--- src/rtl/tick_sched_pkg.sv ---
// Shared definitions for the tick scheduler: config opcodes and channel states.
package tick_sched_pkg;

  localparam logic [1:0] OP_STOP     = 2'b00;
  localparam logic [1:0] OP_ONESHOT  = 2'b01;
  localparam logic [1:0] OP_PERIODIC = 2'b10;
  localparam logic [1:0] OP_RSVD     = 2'b11;

  typedef enum logic {
    CH_IDLE = 1'b0,
    CH_RUN  = 1'b1
  } ch_state_t;

endpackage

--- src/rtl/tick_scheduler_if.sv ---
// Config request and expiration event handshakes of the tick scheduler.
interface tick_scheduler_if #(
  parameter int NCH = 4,
  parameter int PW  = 16
) ();
  localparam int CW = $clog2(NCH);

  logic          cfg_valid;
  logic          cfg_ready;
  logic [CW-1:0] cfg_ch;
  logic [1:0]    cfg_op;
  logic [PW-1:0] cfg_period;

  logic          evt_valid;
  logic          evt_ready;
  logic [CW-1:0] evt_ch;
  logic          evt_overrun;

  modport master (
    output cfg_valid, cfg_ch, cfg_op, cfg_period, evt_ready,
    input  cfg_ready, evt_valid, evt_ch, evt_overrun
  );

  modport slave (
    input  cfg_valid, cfg_ch, cfg_op, cfg_period, evt_ready,
    output cfg_ready, evt_valid, evt_ch, evt_overrun
  );
endinterface

--- src/rtl/tick_scheduler_channel.sv ---
// One programmable timer channel: down-counts base ticks and flags expirations.
module tick_channel
  import tick_sched_pkg::*;
#(
  parameter int PW = 16
) (
  input  logic          clk,
  input  logic          rst_n,
  input  logic          base_tick,
  input  logic          start,
  input  logic          stop,
  input  logic          periodic,
  input  logic [PW-1:0] period,
  input  logic          pick,
  output logic          busy,
  output logic          pend,
  output logic          ovr
);

  ch_state_t     state_q, state_d;
  logic [PW-1:0] rem_q, rem_d;
  logic [PW-1:0] reload_q, reload_d;
  logic          periodic_q, periodic_d;
  logic          pend_q, pend_d;
  logic          ovr_q, ovr_d;
  logic          expire;

  always_comb begin
    state_d    = state_q;
    rem_d      = rem_q;
    reload_d   = reload_q;
    periodic_d = periodic_q;
    pend_d     = pend_q;
    ovr_d      = ovr_q;
    expire     = 1'b0;

    // Config outranks counting, so a tick in the accept cycle is dropped.
    if (stop) begin
      state_d = CH_IDLE;
    end else if (start) begin
      reload_d   = (period == '0) ? PW'(1) : period;
      rem_d      = reload_d;
      periodic_d = periodic;
      state_d    = CH_RUN;
    end else if (state_q == CH_RUN && base_tick) begin
      if (rem_q > PW'(1)) begin
        rem_d = rem_q - PW'(1);
      end else begin
        expire = 1'b1;
        if (periodic_q) begin
          rem_d = reload_q;
        end else begin
          state_d = CH_IDLE;
        end
      end
    end

    if (pick) begin
      pend_d = 1'b0;
      ovr_d  = 1'b0;
    end
    // An expiry landing on the pick cycle just re-arms pend.
    if (expire) begin
      if (pend_q && !pick) begin
        ovr_d = 1'b1;
      end else begin
        pend_d = 1'b1;
      end
    end
    if (stop) begin
      pend_d = 1'b0;
      ovr_d  = 1'b0;
    end
  end

  always_ff @(posedge clk or negedge rst_n) begin
    if (!rst_n) begin
      state_q    <= CH_IDLE;
      rem_q      <= '0;
      reload_q   <= '0;
      periodic_q <= 1'b0;
      pend_q     <= 1'b0;
      ovr_q      <= 1'b0;
    end else begin
      state_q    <= state_d;
      rem_q      <= rem_d;
      reload_q   <= reload_d;
      periodic_q <= periodic_d;
      pend_q     <= pend_d;
      ovr_q      <= ovr_d;
    end
  end

  assign busy = (state_q == CH_RUN);
  assign pend = pend_q;
  assign ovr  = ovr_q;

endmodule

--- src/rtl/tick_scheduler.sv ---
// Shared prescaler, config decode and round-robin event slot over NCH timer channels.
module tick_scheduler
  import tick_sched_pkg::*;
#(
  parameter int NCH      = 4,
  parameter int PRESCALE = 50000,
  parameter int PW       = 16
) (
  input  logic             clk,
  input  logic             rst_n,
  tick_scheduler_if.slave  bus,
  output logic [NCH-1:0]   busy,
  output logic             base_tick
);

  localparam int CW = $clog2(NCH);
  localparam int SW = $clog2(PRESCALE);

  logic [SW-1:0]  cnt_q, cnt_d;
  logic           cfg_ready_q, cfg_ready_d;
  logic           accept;
  logic           op_start, op_stop, op_periodic;
  logic [NCH-1:0] pend, ovr, pick;
  logic [CW-1:0]  rr_q, rr_d;
  logic           evt_valid_q, evt_valid_d;
  logic [CW-1:0]  evt_ch_q, evt_ch_d;
  logic           evt_ovr_q, evt_ovr_d;
  logic           slot_load;
  logic           found;
  logic [CW-1:0]  pick_idx;

  assign base_tick = (cnt_q == SW'(PRESCALE - 1));
  assign cnt_d     = base_tick ? '0 : cnt_q + SW'(1);

  // Registered ready forces an idle cycle after every accept.
  assign accept      = bus.cfg_valid & cfg_ready_q;
  assign cfg_ready_d = ~accept;

  always_comb begin
    op_start    = 1'b0;
    op_stop     = 1'b0;
    op_periodic = 1'b0;
    case (bus.cfg_op)
      OP_STOP:     op_stop = 1'b1;
      OP_ONESHOT:  op_start = 1'b1;
      OP_PERIODIC: begin
        op_start    = 1'b1;
        op_periodic = 1'b1;
      end
      OP_RSVD:     ;
      default:     ;
    endcase
  end

  generate
    for (genvar gi = 0; gi < NCH; gi++) begin : g_ch
      logic sel;
      assign sel     = accept && (bus.cfg_ch == CW'(gi));
      assign pick[gi] = slot_load && found && (pick_idx == CW'(gi));

      tick_channel #(.PW(PW)) u_ch (
        .clk       (clk),
        .rst_n     (rst_n),
        .base_tick (base_tick),
        .start     (sel && op_start),
        .stop      (sel && op_stop),
        .periodic  (op_periodic),
        .period    (bus.cfg_period),
        .pick      (pick[gi]),
        .busy      (busy[gi]),
        .pend      (pend[gi]),
        .ovr       (ovr[gi])
      );
    end
  endgenerate

  // First pending channel at or after the rr pointer, wrapping mod NCH.
  always_comb begin
    logic [CW-1:0] idx;
    found    = 1'b0;
    pick_idx = rr_q;
    idx      = rr_q;
    for (int k = 0; k < NCH; k++) begin
      idx = rr_q + CW'(k);
      if (!found && pend[idx]) begin
        found    = 1'b1;
        pick_idx = idx;
      end
    end
  end

  assign slot_load = !evt_valid_q || bus.evt_ready;

  always_comb begin
    evt_valid_d = evt_valid_q;
    evt_ch_d    = evt_ch_q;
    evt_ovr_d   = evt_ovr_q;
    rr_d        = rr_q;
    if (slot_load) begin
      evt_valid_d = found;
      if (found) begin
        evt_ch_d  = pick_idx;
        evt_ovr_d = ovr[pick_idx];
        rr_d      = pick_idx + CW'(1);
      end else begin
        evt_ovr_d = 1'b0;
      end
    end
  end

  always_ff @(posedge clk or negedge rst_n) begin
    if (!rst_n) begin
      cnt_q       <= '0;
      cfg_ready_q <= 1'b1;
      rr_q        <= '0;
      evt_valid_q <= 1'b0;
      evt_ch_q    <= '0;
      evt_ovr_q   <= 1'b0;
    end else begin
      cnt_q       <= cnt_d;
      cfg_ready_q <= cfg_ready_d;
      rr_q        <= rr_d;
      evt_valid_q <= evt_valid_d;
      evt_ch_q    <= evt_ch_d;
      evt_ovr_q   <= evt_ovr_d;
    end
  end

  assign bus.cfg_ready   = cfg_ready_q;
  assign bus.evt_valid   = evt_valid_q;
  assign bus.evt_ch      = evt_ch_q;
  assign bus.evt_overrun = evt_ovr_q;

endmodule
--- src/flat_wrapper.sv ---
// flat-port wrapper written by rule: the top's interface ports become plain ports
module tick_scheduler_flat import tick_sched_pkg::*;
#(
  parameter int NCH      = 4,
  parameter int PRESCALE = 50000,
  parameter int PW       = 16
)
  (clk, rst_n, busy, base_tick, bus_cfg_valid, bus_cfg_ch, bus_cfg_op, bus_cfg_period, bus_evt_ready, bus_cfg_ready, bus_evt_valid, bus_evt_ch, bus_evt_overrun);
  tick_scheduler_if #(.NCH(NCH), .PW(PW)) bus_i ();
  input  logic clk;
  input  logic rst_n;
  output logic [NCH-1:0] busy;
  output logic base_tick;
  input wire logic [$bits(bus_i.cfg_valid)-1:0] bus_cfg_valid;
  input wire logic [$bits(bus_i.cfg_ch)-1:0] bus_cfg_ch;
  input wire logic [$bits(bus_i.cfg_op)-1:0] bus_cfg_op;
  input wire logic [$bits(bus_i.cfg_period)-1:0] bus_cfg_period;
  input wire logic [$bits(bus_i.evt_ready)-1:0] bus_evt_ready;
  output wire logic [$bits(bus_i.cfg_ready)-1:0] bus_cfg_ready;
  output wire logic [$bits(bus_i.evt_valid)-1:0] bus_evt_valid;
  output wire logic [$bits(bus_i.evt_ch)-1:0] bus_evt_ch;
  output wire logic [$bits(bus_i.evt_overrun)-1:0] bus_evt_overrun;
  assign bus_i.cfg_valid = bus_cfg_valid;
  assign bus_i.cfg_ch = bus_cfg_ch;
  assign bus_i.cfg_op = bus_cfg_op;
  assign bus_i.cfg_period = bus_cfg_period;
  assign bus_i.evt_ready = bus_evt_ready;
  assign bus_cfg_ready = bus_i.cfg_ready;
  assign bus_evt_valid = bus_i.evt_valid;
  assign bus_evt_ch = bus_i.evt_ch;
  assign bus_evt_overrun = bus_i.evt_overrun;
  tick_scheduler #(.NCH(NCH), .PRESCALE(PRESCALE), .PW(PW)) u_core (.clk(clk), .rst_n(rst_n), .bus(bus_i), .busy(busy), .base_tick(base_tick));
endmodule
--- config.mk ---
export PLATFORM = sky130hd
export DESIGN_NAME = tick_scheduler_flat
export DESIGN_NICKNAME = d
export VERILOG_FILES = /design/src/rtl/tick_sched_pkg.sv /design/src/rtl/tick_scheduler_if.sv /design/src/rtl/tick_scheduler_channel.sv /design/src/rtl/tick_scheduler.sv /design/src/flat_wrapper.sv
export SDC_FILE = /design/constraint.sdc
export NUM_CORES = 1
export LEC_CHECK = 0
export CORE_ASPECT_RATIO = 0.5
export CORE_MARGIN = 2
export CORE_UTILIZATION = 40
export CTS_CLUSTER_DIAMETER = 30
export CTS_CLUSTER_SIZE = 20
export DETAILED_ROUTE_END_ITERATION = 6
export PLACE_DENSITY = 0.54
export SLEW_MARGIN = 20
export SYNTH_ARGS = -nofsm -noshare
export SYNTH_HDL_FRONTEND = slang
export SYNTH_SLANG_ARGS = --single-unit
export TNS_END_PERCENT = 1
--- constraint.sdc ---
create_clock -name clk -period 3.2 [get_ports clk]
set_input_delay 0.64 -clock clk [delete_from_list [all_inputs] [get_ports clk]]
set_output_delay 0.64 -clock clk [all_outputs]
set_load 0.02 [all_outputs]
==> results of run 1 <==
==> flip-flops by register name (all words and copies together) (netlist names), 2 cells and up <==
| register | count |
|---|---|
| u_core.bus.evt_ch | 2 |
| u_core.cnt_q | 16 |
| u_core.g_ch.u_ch.busy | 4 |
| u_core.g_ch.u_ch.ovr | 4 |
| u_core.g_ch.u_ch.pend | 4 |
| u_core.g_ch.u_ch.periodic_q | 4 |
| u_core.g_ch.u_ch.reload_q | 64 |
| u_core.g_ch.u_ch.rem_q | 64 |
| u_core.rr_q | 2 |
==> power by group through the flow <==
stage | combinational (W) | clock, W | sequential [W]
finish | 0.00147 | 0.00211 | 0.00308
global route | 0.00166 | 0.00225 | 0.00315
CTS | 0.00148 | 0.00216 | 0.00306
detailed placement | 0.00147 | 0 | 0.00309
global placement | 0.00143 | 0 | 0.00308
floorplan | 0.00111 | 0 | 0.00291
==> logic make-up (layout without fill, tap and decap cells) <==
logic type | count (synthesis) | after routing
xor gates and xnor gates | 32 | 32
DFF | 167 | 167
and+or+nand+nor | 419 | 419
adders and majority gates | 15 | 15
AOI/OAI and AO/OA | 275 | 275
buffers and inverters | 129 | 175
muxes | 31 | 31
==> per-stage QoR <==
stage | utilization (%) | area, um2 | total power [W]
global route | 47.8 | 11100 | 0.00706
global placement | 45.3 | 10500 | 0.00452
floorplan | - | 9540 | 0.00402
finish | 47.8 | 11100 | 0.00667
detailed placement | 45.3 | 10500 | 0.00456
CTS | 47.8 | 11100 | 0.00670
==> Yosys cell counts, types with 7 or more instances <==
master and n:
or2_2 7, o211ai_1 21, a32oi_1 17, nor4_1 23, or3_1 8, and3_1 13
ha_1 15, clkbuf_1 73, a21oi_1 28, dfrtp_1 166, and2_1 7, a211o_1 12
mux2_2 30, o31a_1 8, o31ai_1 9, or4_1 9, nand3_1 18, inv_1 44
a31oi_1 24, o22ai_1 13, a22oi_1 15, o21a_1 7, xor2_1 11, nand2_1 168
nor3_1 60, nor2_1 62, a2bb2oi_1 11, xnor2_1 21, nor2b_1 8, o21ai_0 43
o32a_1 7, nand4_1 9
==> routing by layer <==
layer  vias to the layer above  share of wire (%)  track usage (%)
li1                       3974                  -                -
met5                         -                  0                0
met1                      4313                 49             38.0
met2                       306                 42             37.1
met3                        44                6.9             5.61
met4                         0                2.1             8.46
==> placed cells by master, fill, tap and decap left out, types with 9 or more instances in the layout <==
master	instances
and3_1	13
a22oi_1	15
buf_4	63
o22ai_1	13
xnor2_1	21
a32oi_1	17
o21ai_0	43
clkdlybuf4s50_1	32
o211ai_1	21
dfrtp_1	166
nand4_1	9
nor3_1	58
xor2_1	11
clkbuf_16	17
a2bb2oi_1	11
a31oi_1	24
a211o_1	12
nand3_1	18
mux2_2	30
o31ai_1	9
ha_1	15
a21oi_1	28
or4_1	9
nor2_1	60
nand2_1	168
nor4_1	23
inv_1	44
==> worst max path at each step <==
| stage | from | endpoint | slack [ns] | cells after the start |
|---|---|---|---|---|
| after floorplan | bus_cfg_op[0] | u_core.g_ch[0].u_ch.rem_q[10] | 0.40 | 10 |
| after global placement | bus_cfg_op[1] | u_core.g_ch[2].u_ch.rem_q[10] | 0.22 | 7 |
| after detailed placement | bus_cfg_op[0] | u_core.g_ch[1].u_ch.rem_q[5] | 0.16 | 8 |
| after CTS | u_core.g_ch[3].u_ch.rem_q[10] | u_core.g_ch[3].u_ch.rem_q[10] | 0.28 | 6 |
| after global routing | u_core.g_ch[3].u_ch.rem_q[10] | u_core.g_ch[3].u_ch.rem_q[10] | 0.19 | 6 |
| final | u_core.g_ch[3].u_ch.rem_q[10] | u_core.g_ch[3].u_ch.rem_q[10] | 0.27 | 6 |
==> critical path: stages (launching register included) <==
cell	delay [ns]
dfrtp_1	0.45
or4_4	0.58
or4_1	0.69
buf_4	0.23
or2_2	0.42
a211o_1	0.30
a31oi_1	0.17
==> final cells by class <==
type,count,area share [%]
Multi-Input combinational cell,772,43.9
Sequential cell,167,37.8
Timing Repair Buffer,100,7.99
Clock buffer,21,4.25
Tap cell,307,3.47
Inverter,44,1.49
Clock inverter,10,1.10
==> impl_metrics.env, run 1 <==
export IMPL_seq_power_share_pct=46.2
export IMPL_power_switching_w=0.00216
export IMPL_ys_seq_elements=167
export IMPL_peakVddDrop_mv=0.326
export IMPL_ys_async_sr_fraction_pct=100
export IMPL_routedWlPerCell_um=21.8
export IMPL_io_pins=34
export IMPL_period_share_pct=91.5
export IMPL_crit_reg2reg_launch="u_core.g_ch[3].u_ch.rem_q[10]"
export IMPL_die_w_um=222
export IMPL_setup_violations=0
export IMPL_synth_cell_types=74
export IMPL_drive_above_1_share_pct=13.4
export IMPL_start_util_pct=41.2
export IMPL_rows=39
export IMPL_ctsHoldBuffers=0
export IMPL_crit_type="register to register"
export IMPL_p_leak_nw=4.65
export IMPL_synth_adder_area_share_pct=1.97
export IMPL_p_clk_share_pct=31.7
export IMPL_clock_sinks=167
export IMPL_area_growth_syn_to_layout_pct=16.0
export IMPL_via_count=8637
export IMPL_timing_rr_end="u_core.g_ch[3].u_ch.rem_q[10]"
export IMPL_antenna_cells=0
export IMPL_tightest_slew_ns=0.807
export IMPL_synth_top_area_cell="dfrtp_1"
export IMPL_hold_viol_final=0
export IMPL_final_max_slew_viol_count=0
export IMPL_drc_errors=0
export IMPL_rrSetupSlack_ns=0.27
export IMPL_pre_cts_slack_ns=0.156
export IMPL_clockBufferDepth=2
export IMPL_worstRegToRegCells=6
export IMPL_grt_first_pass_wirelength_um=49300
export IMPL_max_freq_ghz=0.342
export IMPL_holdWs_ns=0.0743
export IMPL_cts_buffers=17
export IMPL_drt_pass1_iterations=5
export IMPL_hpwl_um=21600
export IMPL_netlist_area_mm2=0.00954
export IMPL_ant_nets=0
export IMPL_synth_main_ff_cell="dfrtp_1"
export IMPL_nFillCells=2192
export IMPL_startpoint_type="register"
export IMPL_synth_edf_count=0
export IMPL_grt_ovfl_total=0
export IMPL_wl_um=31000
export IMPL_antenna_found_initial=1
export IMPL_worstPathRequired_ns=3.56
export IMPL_grt_total_usage_pct=25.7
export IMPL_clk_insertion_delay_late_ns=0.45
export IMPL_cp_max_fo=12
export IMPL_finalWorstSetupSlack_ns=0.273
export IMPL_fin_cells=1421
export IMPL_drt_iter0_markers=890
export IMPL_dp_cells=1390
export IMPL_clk_pin_slew_ns=0.06
export IMPL_power_density_mw_per_mm2=603
export IMPL_viasPerCell=6.08
export IMPL_multi_input_area_mm2=0.00486
export IMPL_synth_fp_nets=1107
export IMPL_end_kind="register"
export IMPL_synth_xor_area_share_pct=2.94
export IMPL_synth_compound_gate_area_share_pct=21.1
export IMPL_fin_crit_ns=2.93
export IMPL_post_cts_buffers=0
export IMPL_synth_area_leaders="dfrtp_1 44%, nand2_1 6.6%, mux2_2 3.5%, nor3_1 3.1%, clkbuf_1 2.9%"
export IMPL_grt_max_degree=72
export IMPL_combPwrFrac_pct=22.1
export IMPL_grt_pass1_vias=8409
export IMPL_htreeDepth=4
export IMPL_arrival_ns=3.29
export IMPL_synth_top_family_by_area="simple AND/OR/NAND/NOR gates"
export IMPL_synth_warnings=0
export IMPL_dieArea_mm2=0.0252
export IMPL_cts_tree="yes"
export IMPL_cts_resized=0
export IMPL_core_area_mm2=0.0231
export IMPL_synth_simple_gate_area_share_pct=21.1
export IMPL_status="finished, final reports clean"
export IMPL_die_h_um=113
export IMPL_synthCells=1068
export IMPL_portBuffers=33
export IMPL_setup_tns_ns=0
export IMPL_synth_top_cell_area_share_pct=43.5
export IMPL_hold_class="input port to asynchronous set/reset pin"
export IMPL_fin_worst_skew_ns=0.0108
export IMPL_synthMuxAreaShare_pct=3.65
export IMPL_intPower_w=0.00451
export IMPL_relSlewSlack_pct=45.8
export IMPL_ys_seq_area_share_pct=43.8
export IMPL_cap_violations=0
export IMPL_regArea_mm2=0.00418
export IMPL_p_sw_share_pct=32.3
export IMPL_rsz0062_at_grt="no"
export IMPL_cts_root_buffer="clkbuf_16"
export IMPL_gp_congestion=0.905
export IMPL_nets=1141
export IMPL_syn_avg_cell_area_um2=8.93
(Power assumes the default switching activity.)
==> run 2, diff against run 1 <==
Settings changed: CTS_BUF_LIST from default to sky130_fd_sc_hd__clkbuf_8.
==> run 2 against run 1 <==
Against the previous run: non-clock buffer count is the same; flip-flop and latch count is the same; via count is 0.32% higher; highest routed layer unchanged; sequential power is essentially flat; utilization shrank 0.83 points; largest cell class unchanged; combinational power about the same.
==> impl_metrics.env, run 2 (synthesis gave the netlist of run 1 again) <==
export IMPL_cts_root_buffer="clkbuf_8"
export IMPL_setup_tns_ns=0
export IMPL_cts_resized=0
export IMPL_path_buf_inv=1
export IMPL_tightest_slew_ns=0.778
export IMPL_ctsHoldBuffers=0
export IMPL_drive_above_1_share_pct=13.4
export IMPL_hpwl_um=21600
export IMPL_htreeDepth=4
export IMPL_nets=1141
export IMPL_crit_slowest_cell="or4_1"
export IMPL_area_growth_syn_to_layout_pct=14.0
export IMPL_setup_violations=0
export IMPL_worstPathRequired_ns=3.61
export IMPL_clock_sinks=167
export IMPL_status="finished, final reports clean"
export IMPL_crit_family="simple AND/OR/NAND/NOR gates"
export IMPL_grt_pass1_vias=8394
export IMPL_crit_type="register to register"
export IMPL_startpoint_type="register"
export IMPL_fin_cells=1421
export IMPL_antenna_cells=0
export IMPL_max_freq_ghz=0.341
export IMPL_final_cell_mix="168 x nand2_1, 166 x dfrtp_1, 63 x buf_4, 60 x nor2_1, 58 x nor3_1"
export IMPL_routedWlPerCell_um=21.8
export IMPL_crit_chain="or4_4, or4_1, buf_4, or2_2, a211o_1, a31oi_1"
export IMPL_portBuffers=33
export IMPL_layout_commonest_cell="nand2_1"
export IMPL_dpl_cell_area_mm2=0.0105
export IMPL_die_w_um=222
export IMPL_holdWs_ns=0.0217
export IMPL_drt_iter0_markers=932
export IMPL_combPwrFrac_pct=24.1
export IMPL_start_util_pct=41.2
export IMPL_via_count=8665
export IMPL_power_switching_w=0.00210
export IMPL_rsz0062_at_grt="no"
export IMPL_clockBufferDepth=2
export IMPL_cp_max_fo=12
export IMPL_cts_buffers=17
export IMPL_drc_errors=0
export IMPL_dieArea_mm2=0.0252
export IMPL_p_leak_nw=4.56
export IMPL_antenna_found_initial=1
export IMPL_rows=39
export IMPL_gp_congestion=0.905
export IMPL_relSlewSlack_pct=47.5
export IMPL_fin_crit_ns=2.93
export IMPL_cts_tree="yes"
export IMPL_grt_ovfl_total=0
export IMPL_ant_nets=0
export IMPL_dp_cells=1390
export IMPL_design_area_mm2=0.0109
export IMPL_seq_power_share_pct=50.0
export IMPL_io_pins=34
export IMPL_peakVddDrop_mv=0.276
export IMPL_end_kind="register"
export IMPL_hold_viol_final=0
export IMPL_clk_insertion_delay_late_ns=0.50
export IMPL_post_cts_buffers=0
export IMPL_p_clk_share_pct=26.0
export IMPL_grt_max_degree=72
export IMPL_max_stage_delay_ns=0.68
export IMPL_p_sw_share_pct=34.2
export IMPL_die_h_um=113
export IMPL_wl_um=31000
export IMPL_final_max_slew_viol_count=0
export IMPL_hold_class="input port to asynchronous set/reset pin"
export IMPL_cap_violations=0
export IMPL_core_area_mm2=0.0231
export IMPL_drt_pass1_iterations=6
export IMPL_fin_worst_skew_ns=0.0221
export IMPL_reg_top3="u_core.g_ch.u_ch.reload_q (64), u_core.g_ch.u_ch.rem_q (64), u_core.cnt_q (16)"
export IMPL_power_density_mw_per_mm2=566
export IMPL_period_share_pct=91.7
export IMPL_grt_first_pass_wirelength_um=49000
export IMPL_viasPerCell=6.10
export IMPL_p_total_w=0.00615
export IMPL_arrival_ns=3.34
export IMPL_nFillCells=2213
export IMPL_grt_total_usage_pct=25.5
export IMPL_clk_pin_slew_ns=0.11
export IMPL_intPower_w=0.00405
## run 2: cell count changes in the layout (fill, tap and decap cells not counted), sizes merged
cell / before / now
clkbuf: 21 / 20
inv: 45 / 46
## run 2: worst paths after layout
kind / from / to / slack (ns) / cells after the start
worst min register to register: u_core.g_ch[2].u_ch.reload_q[9] / u_core.g_ch[2].u_ch.reload_q[9] / 0.48 / 2
worst min-delay path: rst_n / u_core.g_ch[1].u_ch.rem_q[7] / 0.02 / 1
min in group clk: u_core.g_ch[2].u_ch.reload_q[9] / u_core.g_ch[2].u_ch.reload_q[9] / 0.48 / 2
worst max register to register: u_core.g_ch[3].u_ch.rem_q[10] / u_core.g_ch[3].u_ch.rem_q[10] / 0.27 / 6
max in group asynchronous: rst_n / u_core.g_ch[0].u_ch.rem_q[15] / 2.47 / 2
worst max-delay path: u_core.g_ch[3].u_ch.rem_q[10] / u_core.g_ch[3].u_ch.rem_q[10] / 0.27 / 6
## run 2: worst reg2reg max path, stage by stage, from the launching register on
cell and delay (ns):
dfrtp_1 0.45, or4_4 0.58, or4_1 0.69, buf_4 0.23
or2_2 0.42, a211o_1 0.30, a31oi_1 0.18
## run 2: cell type report
class / count / area (um2) / area share, %
Multi-Input combinational cell: 772 / 4860 / 44.7
Clock inverter: 11 / 125 / 1.15
Tap cell: 307 / 384 / 3.53
Sequential cell: 167 / 4180 / 38.4
Inverter: 44 / 165 / 1.52
Timing Repair Buffer: 100 / 885 / 8.13
Clock buffer: 20 / 275 / 2.53
## run 2: per-stage QoR
stage | setup WS [ns] | utilization [%]
CTS | 0.275 | 47.0
global placement | 0.219 | 45.3
global route | 0.188 | 47.0
detailed placement | 0.156 | 45.3
floorplan | 0.397 | -
finish | 0.266 | 47.0
## run 2: routing by layer
layer | track usage (%) | routed length [um]
met5 | 0 | 0
met4 | 7.92 | 707
met3 | 6.28 | 2150
met2 | 36.8 | 12700
met1 | 37.6 | 15400
## run 2: power groups by stage
stage,Sequential (W),Clock [W],Combinational [W]
after CTS,0.00306,0.00163,0.00148
after floorplan,0.00291,0,0.00111
after global routing,0.00314,0.00172,0.00166
after detailed placement,0.00309,0,0.00147
final,0.00307,0.00160,0.00148
after global placement,0.00308,0,0.00143
